[src/rtl/cpu_pkg.sv]
// Shared types for the fetch path: address/instruction widths, fetch FSM states
// and the buffered fetch entry.
package cpu_pkg;
  localparam int PC_W    = 12;
  localparam int INSTR_W = 16;

  typedef enum logic [1:0] {
    IDLE  = 2'd0,
    RUN   = 2'd1,
    FLUSH = 2'd2
  } fetch_state_t;

  typedef struct packed {
    logic [PC_W-1:0]    pc;
    logic [INSTR_W-1:0] instr;
  } fetch_entry_t;
endpackage

[src/rtl/instr_fetch_unit_if.sv]
// Fetch-side bus bundle: program memory read port plus the decoder valid/ready port.
// master = fetch unit, slave = memory/decoder side.
interface instr_fetch_unit_if;
  import cpu_pkg::*;

  logic               imem_req;
  logic [PC_W-1:0]    imem_addr;
  logic [INSTR_W-1:0] imem_rdata;
  logic               instr_valid;
  logic               instr_ready;
  logic [INSTR_W-1:0] instr_data;
  logic [PC_W-1:0]    instr_pc;

  modport master (
    output imem_req, imem_addr, instr_valid, instr_data, instr_pc,
    input  imem_rdata, instr_ready
  );

  modport slave (
    input  imem_req, imem_addr, instr_valid, instr_data, instr_pc,
    output imem_rdata, instr_ready
  );
endinterface

[src/rtl/fetch_fifo.sv]
// Small fetch buffer of {pc, instr} entries with push/pop/flush and an occupancy count.
// The head is read straight from the storage registers.
module fetch_fifo
  import cpu_pkg::*;
#(
  parameter int DEPTH = 2
) (
  input  logic                       clk,
  input  logic                       rst_n,
  input  logic                       push,
  input  logic                       pop,
  input  logic                       flush,
  input  fetch_entry_t               wdata,
  output fetch_entry_t               head,
  output logic [$clog2(DEPTH+1)-1:0] count
);
  localparam int CNT_W = $clog2(DEPTH + 1);
  localparam int PTR_W = $clog2(DEPTH);

  fetch_entry_t     store [DEPTH];
  logic [PTR_W-1:0] wr_ptr;
  logic [PTR_W-1:0] rd_ptr;
  logic             do_push;
  logic             do_pop;

  function automatic logic [PTR_W-1:0] ptr_next(input logic [PTR_W-1:0] p);
    return (p == PTR_W'(DEPTH - 1)) ? '0 : p + 1'b1;
  endfunction

  assign do_pop  = pop && (count != '0);
  // a push into a full buffer is only legal when the head leaves in the same cycle
  assign do_push = push && ((count != CNT_W'(DEPTH)) || do_pop);

  always_ff @(posedge clk or negedge rst_n) begin
    if (!rst_n) begin
      wr_ptr <= '0;
      rd_ptr <= '0;
      count  <= '0;
      for (int i = 0; i < DEPTH; i++) store[i] <= '0;
    end else if (flush) begin
      wr_ptr <= '0;
      rd_ptr <= '0;
      count  <= '0;
    end else begin
      if (do_push) begin
        store[wr_ptr] <= wdata;
        wr_ptr        <= ptr_next(wr_ptr);
      end
      if (do_pop) rd_ptr <= ptr_next(rd_ptr);
      count <= count + CNT_W'(do_push) - CNT_W'(do_pop);
    end
  end

  assign head = store[rd_ptr];
endmodule

[src/rtl/instr_fetch_unit.sv]
// Instruction fetch controller: drives PC hold/increment/load, issues imem reads and
// buffers returned words for the decoder. FETCH_PERF_EN adds pop/redirect counters.
//
// state | meaning
// IDLE  | halted, no issue
// RUN   | issuing one read per cycle while buffer credit allows
// FLUSH | one cycle after a redirect, buffer empty, no issue
module instr_fetch_unit
  import cpu_pkg::*;
#(
  parameter int FIFO_DEPTH = 2
) (
  input  logic                clk,
  input  logic                rst_n,
  input  logic                fetch_en,
  input  logic                redirect_valid,
  input  logic [PC_W-1:0]     redirect_addr,
  input  logic [PC_W-1:0]     pc_q,
  output logic                pc_hold,
  output logic                pc_increment,
  output logic                pc_load,
  output logic [PC_W-1:0]     pc_d,
  instr_fetch_unit_if.master  bus
`ifdef FETCH_PERF_EN
  ,
  output logic [15:0]         perf_fetched,
  output logic [15:0]         perf_redirects
`endif
);
  localparam int CNT_W = $clog2(FIFO_DEPTH + 1);

  fetch_state_t     state;
  fetch_state_t     state_nxt;
  logic             inflight;
  logic [PC_W-1:0]  tag;
  logic [CNT_W-1:0] count;
  logic [CNT_W:0]   occupancy;
  logic             credit_ok;
  logic             issue;
  logic             pop;
  logic             push;
  fetch_entry_t     wentry;
  fetch_entry_t     head;

  always_ff @(posedge clk or negedge rst_n) begin
    if (!rst_n) begin
      state    <= IDLE;
      inflight <= 1'b0;
      tag      <= '0;
    end else begin
      state    <= state_nxt;
      inflight <= issue;
      if (issue) tag <= pc_q;
    end
  end

  assign pop       = bus.instr_valid & bus.instr_ready;
  // the redirect cycle's returning word belongs to the abandoned path
  assign push      = inflight & ~redirect_valid;
  assign occupancy = (CNT_W+1)'(count) + (CNT_W+1)'(inflight) - (CNT_W+1)'(pop);
  assign credit_ok = occupancy < (CNT_W+1)'(FIFO_DEPTH);

  always_comb begin
    state_nxt    = state;
    issue        = 1'b0;
    pc_hold      = 1'b1;
    pc_increment = 1'b0;
    pc_load      = 1'b0;
    pc_d         = '0;
    case (state)
      IDLE:    if (fetch_en) state_nxt = RUN;
      RUN:     if (!fetch_en) state_nxt = IDLE;
      FLUSH:   state_nxt = fetch_en ? RUN : IDLE;
      default: state_nxt = IDLE;
    endcase
    if (redirect_valid) begin
      state_nxt = FLUSH;
      pc_load   = 1'b1;
      pc_d      = redirect_addr;
      pc_hold   = 1'b0;
    end else if (state == RUN && fetch_en && credit_ok) begin
      issue        = 1'b1;
      pc_increment = 1'b1;
      pc_hold      = 1'b0;
    end
  end

  assign bus.imem_req  = issue;
  assign bus.imem_addr = issue ? pc_q : '0;
  assign wentry        = '{pc: tag, instr: bus.imem_rdata};

  fetch_fifo #(.DEPTH(FIFO_DEPTH)) u_fifo (
    .clk   (clk),
    .rst_n (rst_n),
    .push  (push),
    .pop   (pop),
    .flush (redirect_valid),
    .wdata (wentry),
    .head  (head),
    .count (count)
  );

  assign bus.instr_valid = (count != '0);
  assign bus.instr_data  = bus.instr_valid ? head.instr : '0;
  assign bus.instr_pc    = bus.instr_valid ? head.pc : '0;

`ifdef FETCH_PERF_EN
  always_ff @(posedge clk or negedge rst_n) begin
    if (!rst_n) begin
      perf_fetched   <= '0;
      perf_redirects <= '0;
    end else begin
      if (pop && !(&perf_fetched)) perf_fetched <= perf_fetched + 16'd1;
      if (redirect_valid && !(&perf_redirects)) perf_redirects <= perf_redirects + 16'd1;
    end
  end
`endif
endmodule

[src/flat_wrapper.sv]
// flat-port wrapper written by rule: the top's interface ports become plain ports
module instr_fetch_unit_flat import cpu_pkg::*;
#(
  parameter int FIFO_DEPTH = 2
)
  (clk, rst_n, fetch_en, redirect_valid, redirect_addr, pc_q, pc_hold, pc_increment, pc_load, pc_d, bus_imem_req, bus_imem_addr, bus_instr_valid, bus_instr_data, bus_instr_pc, bus_imem_rdata, bus_instr_ready);
  instr_fetch_unit_if bus_i ();
  input  logic clk;
  input  logic rst_n;
  input  logic fetch_en;
  input  logic redirect_valid;
  input  logic [PC_W-1:0] redirect_addr;
  input  logic [PC_W-1:0] pc_q;
  output logic pc_hold;
  output logic pc_increment;
  output logic pc_load;
  output logic [PC_W-1:0] pc_d;
  output wire logic [$bits(bus_i.imem_req)-1:0] bus_imem_req;
  output wire logic [$bits(bus_i.imem_addr)-1:0] bus_imem_addr;
  output wire logic [$bits(bus_i.instr_valid)-1:0] bus_instr_valid;
  output wire logic [$bits(bus_i.instr_data)-1:0] bus_instr_data;
  output wire logic [$bits(bus_i.instr_pc)-1:0] bus_instr_pc;
  input wire logic [$bits(bus_i.imem_rdata)-1:0] bus_imem_rdata;
  input wire logic [$bits(bus_i.instr_ready)-1:0] bus_instr_ready;
  assign bus_imem_req = bus_i.imem_req;
  assign bus_imem_addr = bus_i.imem_addr;
  assign bus_instr_valid = bus_i.instr_valid;
  assign bus_instr_data = bus_i.instr_data;
  assign bus_instr_pc = bus_i.instr_pc;
  assign bus_i.imem_rdata = bus_imem_rdata;
  assign bus_i.instr_ready = bus_instr_ready;
  instr_fetch_unit #(.FIFO_DEPTH(FIFO_DEPTH)) u_core (.clk(clk), .rst_n(rst_n), .fetch_en(fetch_en), .redirect_valid(redirect_valid), .redirect_addr(redirect_addr), .pc_q(pc_q), .pc_hold(pc_hold), .pc_increment(pc_increment), .pc_load(pc_load), .pc_d(pc_d), .bus(bus_i));
endmodule
[config.mk]
export PLATFORM = sky130hd
export DESIGN_NAME = instr_fetch_unit_flat
export DESIGN_NICKNAME = d
export VERILOG_FILES = /design/src/rtl/cpu_pkg.sv /design/src/rtl/instr_fetch_unit_if.sv /design/src/rtl/fetch_fifo.sv /design/src/rtl/instr_fetch_unit.sv /design/src/flat_wrapper.sv
export SDC_FILE = /design/constraint.sdc
export NUM_CORES = 1
export LEC_CHECK = 0
export ABC_AREA = 1
export CORE_MARGIN = 2
export CORE_UTILIZATION = 45
export DETAILED_ROUTE_END_ITERATION = 8
export GPL_TIMING_DRIVEN = 0
export PLACE_DENSITY = 0.74
export SYNTH_ARGS = -nofsm -noshare
export SYNTH_HDL_FRONTEND = slang
export SYNTH_HIERARCHICAL = 1
export SYNTH_SLANG_ARGS = --single-unit
[constraint.sdc]
create_clock -name clk -period 5.8 [get_ports clk]
set_input_delay 1.16 -clock clk [delete_from_list [all_inputs] [get_ports clk]]
set_output_delay 1.16 -clock clk [all_outputs]
set_load 0.05 [all_outputs]
==> flow_metrics.env <==
export IMPL_r2r_slack_ns=2.89
export IMPL_overflow=0
export IMPL_htree_num_levels=3
export IMPL_clkTransAtPathRegs_ns=0.08
export IMPL_vias_per_cell=5.04
export IMPL_hpwlAfterDp_microns=7450
export IMPL_antennaDiodeCount=0
export IMPL_crit_arrival_ns=4.44
export IMPL_die_x_microns=99.1
export IMPL_setup_tns_ns=0
export IMPL_stdcell_area_sq_um=5450
export IMPL_yosysUniqueCellTypes=19
export IMPL_pwr_share_comb_pct=14.6
export IMPL_start_util_pct=46.4
export IMPL_rsz0062_at_grt="false"
export IMPL_ys_seq_area_share_pct=46.1
export IMPL_cts_hold_buf=0
export IMPL_clock_sinks=75
export IMPL_final_nets=714
export IMPL_p_leak_nw=2.94
export IMPL_slew_headroom_pct=63.4
export IMPL_min_period_ns=5.60
export IMPL_die_h_microns=99.1
export IMPL_hold_path_class="register to register"
export IMPL_ir_drop_mv=0.114
export IMPL_finalMaxSlewViolations=0
export IMPL_rows=34
export IMPL_maxCapViolCount=0
export IMPL_synth_cells=552
export IMPL_routedWlPerCell_microns=13.7
export IMPL_postCtsSetupBuffers=0
export IMPL_p_sw_mw=0.338
export IMPL_first_pass_iters=4
export IMPL_wl_microns=10700
export IMPL_setup_viol=0
export IMPL_via_count=3913
export IMPL_skew_ns=0.0135
export IMPL_power_frac_clock_pct=36.1
export IMPL_numCtsBuffers=9
export IMPL_cp_start_kind="primary input"
export IMPL_post_route_period_util_pct=96.5
export IMPL_syn_num_nets=601
export IMPL_grt_util_all_layers_pct=23.2
export IMPL_met3_length_microns=941
export IMPL_top_layer_used="met4"
export IMPL_crit_fanout=10
export IMPL_worstSetupPathType="primary input to output port"
export IMPL_critPathRequiredTime_ns=4.64
export IMPL_cts_resized=0
export IMPL_boundaryPins=102
export IMPL_power_density_nw_per_um2=225
export IMPL_yosys_register_bits=75
export IMPL_clock_root_buffer="clkbuf_8"
export IMPL_area_growth_pct=33.9
export IMPL_antenna_found_initial=0
export IMPL_wl_met2_microns=5060
export IMPL_clk_latency_ns=0.36
export IMPL_synth_area_sq_um=4070
export IMPL_status="finished clean"
export IMPL_sequentialPowerShare_pct=49.3
export IMPL_avgSynthCellArea_sq_um=7.37
export IMPL_fmax_ghz=0.179
export IMPL_clock_path_buffers=2
export IMPL_core_area_sq_um=8760
export IMPL_tightest_slew_ns=0.549
export IMPL_placed_cell_area_sq_um=5230
export IMPL_grt_max_degree=41
export IMPL_place_gp_congestion=0.830
export IMPL_drt_initial_drc_count=242
export IMPL_portBuffers=101
export IMPL_die_area_sq_um=9820
export IMPL_detail_route_antenna_nets=0
export IMPL_hold_viol_final=0
export IMPL_grt_pass1_vias=3845
export IMPL_ys_warn_count=6
export IMPL_wl_met1_microns=4610
export IMPL_drc=0
export IMPL_drive_gt1_share_pct=9.42
export IMPL_crit_path_end_kind="output port"
export IMPL_grt_pass1_wl_microns=18100
export IMPL_p_int_mw=0.889
export IMPL_swShare_pct=27.5
export IMPL_cts_tree="done"
## cell families (layout without fill, tap and decap cells)
family	count (synthesis)	count (layout)	synth area share (%)
AND/OR/NAND/NOR	357	357	38.3
buffers and inverters	112	229	13.7
flip-flops	75	75	46.1
adder cells (fa/ha/maj)	4	4	1.41
AO/OA/AOI/OAI	4	4	0.492
## worst max-delay path, stage by stage
cell and delay, ns:
clkdlybuf4s50_1 0.45, inv_1 0.04, nor2_1 0.19, ha_1 0.26, or2_2 0.30, fa_1 0.49
nand2_1 0.08, nor2_4 0.14, nand3_2 0.14, buf_6 0.18, inv_1 0.09, buf_4 0.11
clkdlybuf4s50_1 0.78
## registers in the layout (all words and copies together) (netlist names)
| name | flops |
|---|---|
| u_core/u_fifo/store | 56 |
| u_core/tag | 12 |
| u_core/state | 2 |
| u_core/u_fifo/count | 2 |
| u_core/inflight | 1 |
| u_core/u_fifo/rd_ptr | 1 |
| u_core/u_fifo/wr_ptr | 1 |
## path summary, 6_finish.rpt
path	end	from	depth (start not counted)
worst min register to register	u_core/state[0]	u_core/state[0]	1
worst max register to register	u_core/tag[1]	u_core/u_fifo/count[1]	12
min in group asynchronous	u_core/u_fifo/store[3]	rst_n	1
worst max-delay path	pc_increment	bus_instr_ready	13
worst min-delay path	u_core/state[0]	u_core/state[0]	1
max in group asynchronous	u_core/u_fifo/store[21]	rst_n	2
## cells in the mapped netlist
library cell,count,area (sq um)
buf_2,18,90.1
nand4_1,68,425
nand3_1,3,15.0
inv_2,1,3.75
nand2_1,245,920
ha_1,3,37.5
fa_1,1,20.0
nor2_2,1,6.26
nor2_1,33,124
buf_6,11,124
clkbuf_1,4,15.0
o21ai_0,1,5.00
nor2_4,2,22.5
nand3_2,4,40.0
buf_4,8,60.1
or2_2,1,6.26
inv_1,70,263
a21oi_1,3,15.0
dfrtp_1,75,1880
## metrics by stage
stage	instances	hold slack, ns	util (%)	power [mW]	setup WS (ns)
2_1_floorplan	552	0.415	-	0.710	1.24
3_3_place_gp	761	0.428	59.5	0.788	0.204
3_5_place_dp	762	0.442	59.7	0.795	0.207
4_1_cts	777	0.455	62.2	1.23	0.184
5_1_grt	777	0.481	62.2	1.29	0.0133
6_report	777	0.450	62.2	1.23	0.205
## layout make-up
cell class                      instances  area (sq um)
Fill cell                             804          3320
Inverter                               71           267
Timing Repair Buffer                  102          1030
Multi-Input combinational cell        365          1640
Clock inverter                          6          90.1
Clock buffer                            9           124
Tap cell                              108           135
Sequential cell                        75          1880
Buffer                                 41           289
## per-layer routing
layer / track usage [%] / vias up
li1: - / 1941
met5: 0 / -
met2: 38.5 / 152
met4: 5.58 / 0
met3: 5.62 / 8
met1: 31.0 / 1812
## power groups by stage
stage / clock network (mW) / registers (mW) / logic (mW)
floorplan: 0 / 0.604 / 0.106
global placement: 0 / 0.613 / 0.175
global route: 0.474 / 0.611 / 0.204
detailed placement: 0 / 0.614 / 0.181
finish: 0.443 / 0.605 / 0.179
CTS: 0.448 / 0.604 / 0.182
## cells in the final DEF (no fill, tap or decap), types with 2 or more instances in the layout
cell type	count
nand3_1	3
nand3_2	4
buf_2	18
buf_4	9
dfrtp_1	75
inv_1	70
bufinv_16	2
clkdlybuf4s50_1	100
clkbuf_1	4
ha_1	3
a21oi_1	3
nor2_4	2
clkbuf_8	9
nand4_1	68
nand2_1	245
buf_6	11
nor2_1	33
(Power assumes the default switching activity.)
